===== config.mk =====
export PLATFORM = sky130hd
export DESIGN_NAME = fsm_timer_flat
export DESIGN_NICKNAME = d
export VERILOG_FILES = /design/src/rtl/fsm_timer_if.sv /design/src/rtl/fsm_timer.sv /design/src/flat_wrapper.sv
export SDC_FILE = /design/constraint.sdc
export NUM_CORES = 1
export LEC_CHECK = 0
export BUFFER_PORTS_ARGS = -buffer_cell sky130_fd_sc_hd__buf_2
export CAP_MARGIN = 20
export CORE_MARGIN = 8
export CORE_UTILIZATION = 52
export CTS_BUF_LIST = sky130_fd_sc_hd__clkbuf_16
export CTS_CLUSTER_SIZE = 28
export DETAILED_ROUTE_END_ITERATION = 16
export PLACE_DENSITY_LB_ADDON = 0.08
export SYNTH_ARGS = -nofsm -noshare
export SYNTH_HDL_FRONTEND = slang
export SYNTH_SLANG_ARGS = --single-unit

===== constraint.sdc =====
create_clock -name clk -period 2 [get_ports clk]
set_input_delay 0.2 -clock clk [delete_from_list [all_inputs] [get_ports clk]]
set_output_delay 0.2 -clock clk [all_outputs]
set_load 0.1 [all_outputs]

===== src/rtl/fsm_timer_if.sv =====
// Control/status bundle between a client FSM and the interval timer.
// Latency: n/a (wires only).
// Backpressure: none; the timer samples every control input on every clock.
interface fsm_timer_if #(
  parameter int WIDTH = 8
) ();

  // Requests from the client
  logic             go;
  logic             abort;
  logic             pause;
  logic             mode;
  logic [WIDTH-1:0] load_val;

  // Status back from the timer
  logic [WIDTH-1:0] count;
  logic             busy;
  logic             done;
  logic             tick;

  // Client side: issues requests, observes status
  modport master (
    output go,
    output abort,
    output pause,
    output mode,
    output load_val,
    input  count,
    input  busy,
    input  done,
    input  tick
  );

  // Timer side: consumes requests, drives status
  modport slave (
    input  go,
    input  abort,
    input  pause,
    input  mode,
    input  load_val,
    output count,
    output busy,
    output done,
    output tick
  );

endinterface


===== src/rtl/fsm_timer.sv =====
// Programmable interval timer: one-shot or periodic, with pause/resume, abort and restart.
// Latency: go -> done is T+1 cycles (one-shot); tick period T+1 (periodic); each pause episode adds high-cycles+1.
// Backpressure: none; go is ignored while busy, all outputs are registers updated with the state.
module fsm_timer #(
  parameter int WIDTH = 8
) (
  input  logic       clk,
  input  logic       rst,
  fsm_timer_if.slave bus
);

  typedef enum logic [1:0] {
    IDLE  = 2'd0,
    RUN   = 2'd1,
    PAUSE = 2'd2,
    DONE  = 2'd3
  } state_t;

  localparam logic [WIDTH-1:0] ONE = WIDTH'(1);

  state_t           state;
  logic [WIDTH-1:0] count_r;
  logic [WIDTH-1:0] term_r;   // latched terminal value T
  logic             mode_r;   // latched mode M: 1 = periodic
  logic             busy_r;
  logic             done_r;
  logic             tick_r;

  // Terminal compare is on the current count, so all-ones is caught before
  // the increment could ever wrap.
  logic at_term;
  assign at_term = (count_r == term_r);

  // Status outputs are the registers themselves: no decode lag behind state.
  assign bus.count = count_r;
  assign bus.busy  = busy_r;
  assign bus.done  = done_r;
  assign bus.tick  = tick_r;

  // One FSM: state, counter, latched T/M and status flags all move on the same edge.
  always_ff @(posedge clk) begin
    if (rst) begin
      state   <= IDLE;
      count_r <= '0;
      term_r  <= '0;
      mode_r  <= 1'b0;
      busy_r  <= 1'b0;
      done_r  <= 1'b0;
      tick_r  <= 1'b0;
    end else begin
      // tick is a single-cycle strobe unless re-armed below
      tick_r <= 1'b0;

      case (state)
        IDLE: begin
          count_r <= '0;
          // abort has no meaning here; only go leaves IDLE
          if (bus.go) begin
            term_r  <= bus.load_val;
            mode_r  <= bus.mode;
            state   <= RUN;
            busy_r  <= 1'b1;
            done_r  <= 1'b0;
          end
        end

        RUN: begin
          if (bus.abort) begin
            state   <= IDLE;
            count_r <= '0;
            busy_r  <= 1'b0;
            done_r  <= 1'b0;
          end else if (bus.pause) begin
            // count holds; busy stays high through the pause
            state <= PAUSE;
          end else if (at_term) begin
            tick_r <= 1'b1;
            if (mode_r) begin
              // periodic: reload is the only way the count returns to zero
              count_r <= '0;
            end else begin
              // one-shot: park at T with done raised on this very edge
              state  <= DONE;
              busy_r <= 1'b0;
              done_r <= 1'b1;
            end
          end else begin
            count_r <= count_r + ONE;
          end
        end

        PAUSE: begin
          if (bus.abort) begin
            state   <= IDLE;
            count_r <= '0;
            busy_r  <= 1'b0;
            done_r  <= 1'b0;
          end else if (!bus.pause) begin
            // resume costs one cycle: count holds on the edge back into RUN
            state <= RUN;
          end
        end

        DONE: begin
          if (bus.abort) begin
            state   <= IDLE;
            count_r <= '0;
            busy_r  <= 1'b0;
            done_r  <= 1'b0;
          end else if (bus.go) begin
            // restart picks up fresh T and M
            term_r  <= bus.load_val;
            mode_r  <= bus.mode;
            count_r <= '0;
            state   <= RUN;
            busy_r  <= 1'b1;
            done_r  <= 1'b0;
          end
        end

        default: begin
          state   <= IDLE;
          count_r <= '0;
          busy_r  <= 1'b0;
          done_r  <= 1'b0;
        end
      endcase
    end
  end

endmodule


===== src/flat_wrapper.sv =====
// flat-port wrapper written by rule: the top's interface ports become plain ports
module fsm_timer_flat 
#(
  parameter int WIDTH = 8
)
  (clk, rst, bus_go, bus_abort, bus_pause, bus_mode, bus_load_val, bus_count, bus_busy, bus_done, bus_tick);
  fsm_timer_if #(.WIDTH(WIDTH)) bus_i ();
  input  logic clk;
  input  logic rst;
  input wire logic [$bits(bus_i.go)-1:0] bus_go;
  input wire logic [$bits(bus_i.abort)-1:0] bus_abort;
  input wire logic [$bits(bus_i.pause)-1:0] bus_pause;
  input wire logic [$bits(bus_i.mode)-1:0] bus_mode;
  input wire logic [$bits(bus_i.load_val)-1:0] bus_load_val;
  output wire logic [$bits(bus_i.count)-1:0] bus_count;
  output wire logic [$bits(bus_i.busy)-1:0] bus_busy;
  output wire logic [$bits(bus_i.done)-1:0] bus_done;
  output wire logic [$bits(bus_i.tick)-1:0] bus_tick;
  assign bus_i.go = bus_go;
  assign bus_i.abort = bus_abort;
  assign bus_i.pause = bus_pause;
  assign bus_i.mode = bus_mode;
  assign bus_i.load_val = bus_load_val;
  assign bus_count = bus_i.count;
  assign bus_busy = bus_i.busy;
  assign bus_done = bus_i.done;
  assign bus_tick = bus_i.tick;
  fsm_timer #(.WIDTH(WIDTH)) u_core (.clk(clk), .rst(rst), .bus(bus_i));
endmodule

==> summary by stage <==
Status
The flow ran to the end, and the final reports show no timing, DRC or antenna violations.

STA
The post-route clock skew is 0.00128 ns. The final hold violation count is 0. The maximum clock frequency is about 0.54 GHz. Adding up every negative setup slack in the final design gives 0 ns. The final count of pins violating max slew is 0. In this run the tightest slew margin relative to its limit is a little under three fifths.

Setup repair after global routing left no endpoint under its margin. At the pin with the least slew margin, the transition time is 0.639 ns. Setup violations remaining at the end of the flow were counted as 0. The portion of the clock cycle consumed by the worst path in the final layout is between 90% and 100%.

The post-layout minimum cycle time is 1.84 ns.

Cells and area
The filler cells instantiated in the layout total 179. The finished layout holds approximately 180 standard cells, fillers aside. Summing all multi-input logic gate instances after layout gives ~660 µm².

The proportion of layout cells with a drive suffix above 1 is about 28%. At the end of the flow, the number of nets in the layout was between 150 and 200. The final design utilization is a little under two thirds. The library cell used most frequently in the layout, excluding fill and tap cells, is sky130_fd_sc_hd__buf_2.

The number of antenna cells inserted is 0. The top cell types in the final layout, fill and taps aside, are 24 x sky130_fd_sc_hd__buf_2, 22 x sky130_fd_sc_hd__nor2_1, 14 x sky130_fd_sc_hd__dfxtp_1. Relative to the synthesized area, the layout overhead comes to 21.5%. The register area is 455 µm².

Synth
The synthesized netlist contains 34 unique library cells. The per-instance average area after synthesis is around 9 µm². Sorting the synthesized cells by area gives the leading types as sky130_fd_sc_hd__dfxtp_1 39%, sky130_fd_sc_hd__mux2i_1 8.0%, sky130_fd_sc_hd__nor2_1 7.4%.

For this run, the leading register cell type out of synthesis is sky130_fd_sc_hd__dfxtp_1. When the netlist entered floorplanning its net count stood at between 100 and 150. The share of flip-flops with an asynchronous set or reset after synthesis is 0%. The number of enable-type register cells in the synthesized netlist is 0.

The synthesized design devotes to its leading area cell type 39.3% of total area. In the synthesized netlist, the number of instances is about 130. The count of yosys warnings during synthesis is 0. The sequential element share of the synthesized area is around two fifths. The flip-flop and latch count after synthesis is 22. The cell taking the most area after synthesis is sky130_fd_sc_hd__dfxtp_1.

After synthesis the cells add up to ~0.0011 mm².

Worst setup path
The endpoint type of the worst setup path is a flip-flop. The depth of the worst register-to-register path is 5. For this run, the slowest stage of the critical path takes roughly 0.37 ns. In this run the critical register-to-register path is launched from u_core.bus.count[3]. The signal on the critical path passes through xor2_1 -> nor4_4 -> a31oi_1 -> and3b_1 -> a221o_1. The startpoint type of the worst setup path is a flip-flop.

The worst register-to-register path ends at u_core.bus.count[2]. STA puts the critical path data required time at approximately 2.1 ns. STA puts the critical path data arrival time at slightly below 2 ns.

The register-to-register path setup slack is ~0.16 ns. The category of the most critical setup path is reg2reg. Among all stages on the critical path, the largest delay is contributed by sky130_fd_sc_hd__nor4_4.

The highest fanout seen on the critical path is 7.

Floorplanning
The width of the die is 62.4 µm. The row count is 17. The vertical die dimension is between 60 and 70 µm. The full die area is between 0.003 and 0.004 mm². The I/O pin count is 25. Once the floorplan was initialized, standard cells occupied a little over half of the core.

The placeable core region is 0.00213 mm².

Drt
After detailed routing, the number of remaining DRC violations is 0. After the first detailed-routing iteration, the DRC count stood at 24. The routed layout has between 900 and 1000 vias. In the final routed layout, each cell accounts on average for roughly 14 µm.

The number of antenna-violating nets in the routed design is 0. The first detailed-routing pass took 4 iterations. The total wire length after detailed routing is ~2500 µm. The via count normalized by instance count is between 5 and 6.

Clocking
The clock-pin slew of the registers on the worst-case setup and hold paths is approximately 0.06 ns. TritonCTS built the clock tree. The number of levels in the clock H-tree is 1.

Post-CTS repair changed the size of 0 cells. The deepest clock path buffer count is 2. The post-CTS repair timing setup buffer count is 0. The root buffer cell is sky130_fd_sc_hd__clkbuf_16. Clock latency on the worst-skew pair, taken at its later pin, is around 0.25 ns. The number of clock buffers inserted by TritonCTS is 3.

The number of hold-repair buffers added at the cts stage is 0. CTS saw 22 sinks.

Min path
The cell count of the worst hold path is 3. The worst hold path terminates at u_core.term_r[0]. The launch point of the worst hold path is bus_load_val[0]. The min-delay analysis places its worst path in the category in2reg.

Global routing
Across every metal layer, demand over resource in global routing totals 13.0%. Entering global routing, the biggest net connects 15 pins. The via count of the first global-routing pass is 933. The sum of overflow across all layers after global routing is 0. The number of antenna violations at the first check in global routing is 0. The first global-routing pass estimated around 4300 µm of wire.

Pwr
The power density of the placed cells is 771 mW/mm². The worst-case IR drop observed on VDD is between 0.5 and 0.6 mV. In this run the static leakage power is a little under 0.7 nW. After layout, the design draws a total of 1.05 mW.

Place
The HPWL after detailed placement is ~1800 µm. The quantity of I/O buffers inserted on ports is 24. The number of cells in the design after placement is 175. The placer's final routability congestion estimate is roughly 0.90.

Run
The max-cap check violation count is 0.
[registers in the layout, indices dropped and copies added (netlist names)]
register	flops
u_core.mode_r	1
u_core.bus.busy	1
u_core.bus.done	1
u_core.bus.count	8
u_core.term_r	8
u_core.state	2
u_core.bus.tick	1
[cell usage after synthesis (all sizes together) (2+ instances only)]
cell,n
a221o,6
nand2,10
o21ai,4
dfxtp,22
a31oi,3
nor2,22
xor2,8
a21oi,5
nand2b,2
nor2b,2
nand3,5
mux2i,9
or2,2
clkbuf,4
and3,5
[stage by stage]
step                      setup slack [ns]  instance area (µm²)  hold slack, ns
after floorplan                     0.0347                 1130           0.269
after global placement               0.228                 1280           0.430
after detailed placement             0.182                 1280           0.440
after CTS                            0.173                 1360           0.178
after global routing                0.0738                 1360           0.183
final                                0.158                 1360           0.172
[metal layers]
metal / global-route usage, % / up-vias / wire [µm] / share of wire, %
met3: 3.94 / 2 / 145 / 5.7
met5: 0 / - / 0 / 0
li1: - / 501 / - / -
met4: 3.42 / 0 / 19 / 0.75
met1: 16.2 / 449 / 1250 / 49
met2: 21.3 / 33 / 1130 / 44
[worst max-delay path by stage]
stage | startpoint | endpoint | slack, ns | depth (start not counted)
after CTS | u_core.bus.count[3] | u_core.bus.count[2] | 0.17 | 5
after global placement | u_core.bus.count[3] | u_core.bus.count[2] | 0.23 | 5
after floorplan | u_core.bus.count[7] | u_core.bus.count[2] | 0.03 | 5
final | u_core.bus.count[3] | u_core.bus.count[2] | 0.16 | 5
after global routing | u_core.bus.count[3] | u_core.bus.count[2] | 0.07 | 5
after detailed placement | u_core.bus.count[3] | u_core.bus.count[2] | 0.18 | 5
[cell families (layout without fill, tap and decap cells)]
logic type | after synthesis | count (layout) | synth area share [%]
AO/OA/AOI/OAI | 21 | 21 | 14.1
XOR/XNOR | 8 | 8 | 6.26
adder cells (fa/ha/maj) | 2 | 2 | 2.01
buffers and inverters | 6 | 30 | 2.12
flip-flops | 22 | 22 | 39.3
multiplexers | 10 | 10 | 9.05
AND/OR/NAND/NOR | 57 | 57 | 27.2
[final cells by class]
type	count	share of cell area, %
Timing Repair Buffer	26	9.94
Tap cell	28	2.58
Sequential cell	22	33.5
Clock buffer	3	5.52
Multi-Input combinational cell	98	48.2
Inverter	1	0.276
[power breakdown]
| group | internal, mW | switching [mW] |
|---|---|---|
| sequential | 0.454 | 0.0142 |
| clock | 0.264 | 0.161 |
| combinational | 0.0603 | 0.0952 |
[worst max-delay path: cells and delay by family (launching register included)]
kind / cells / cell delay [ns]
XOR/XNOR: 1 / 0.18
AO/OA/AOI/OAI: 2 / 0.54
AND/OR/NAND/NOR: 2 / 0.64
flip-flops: 1 / 0.36
Power figures use the tool's default switching activity.
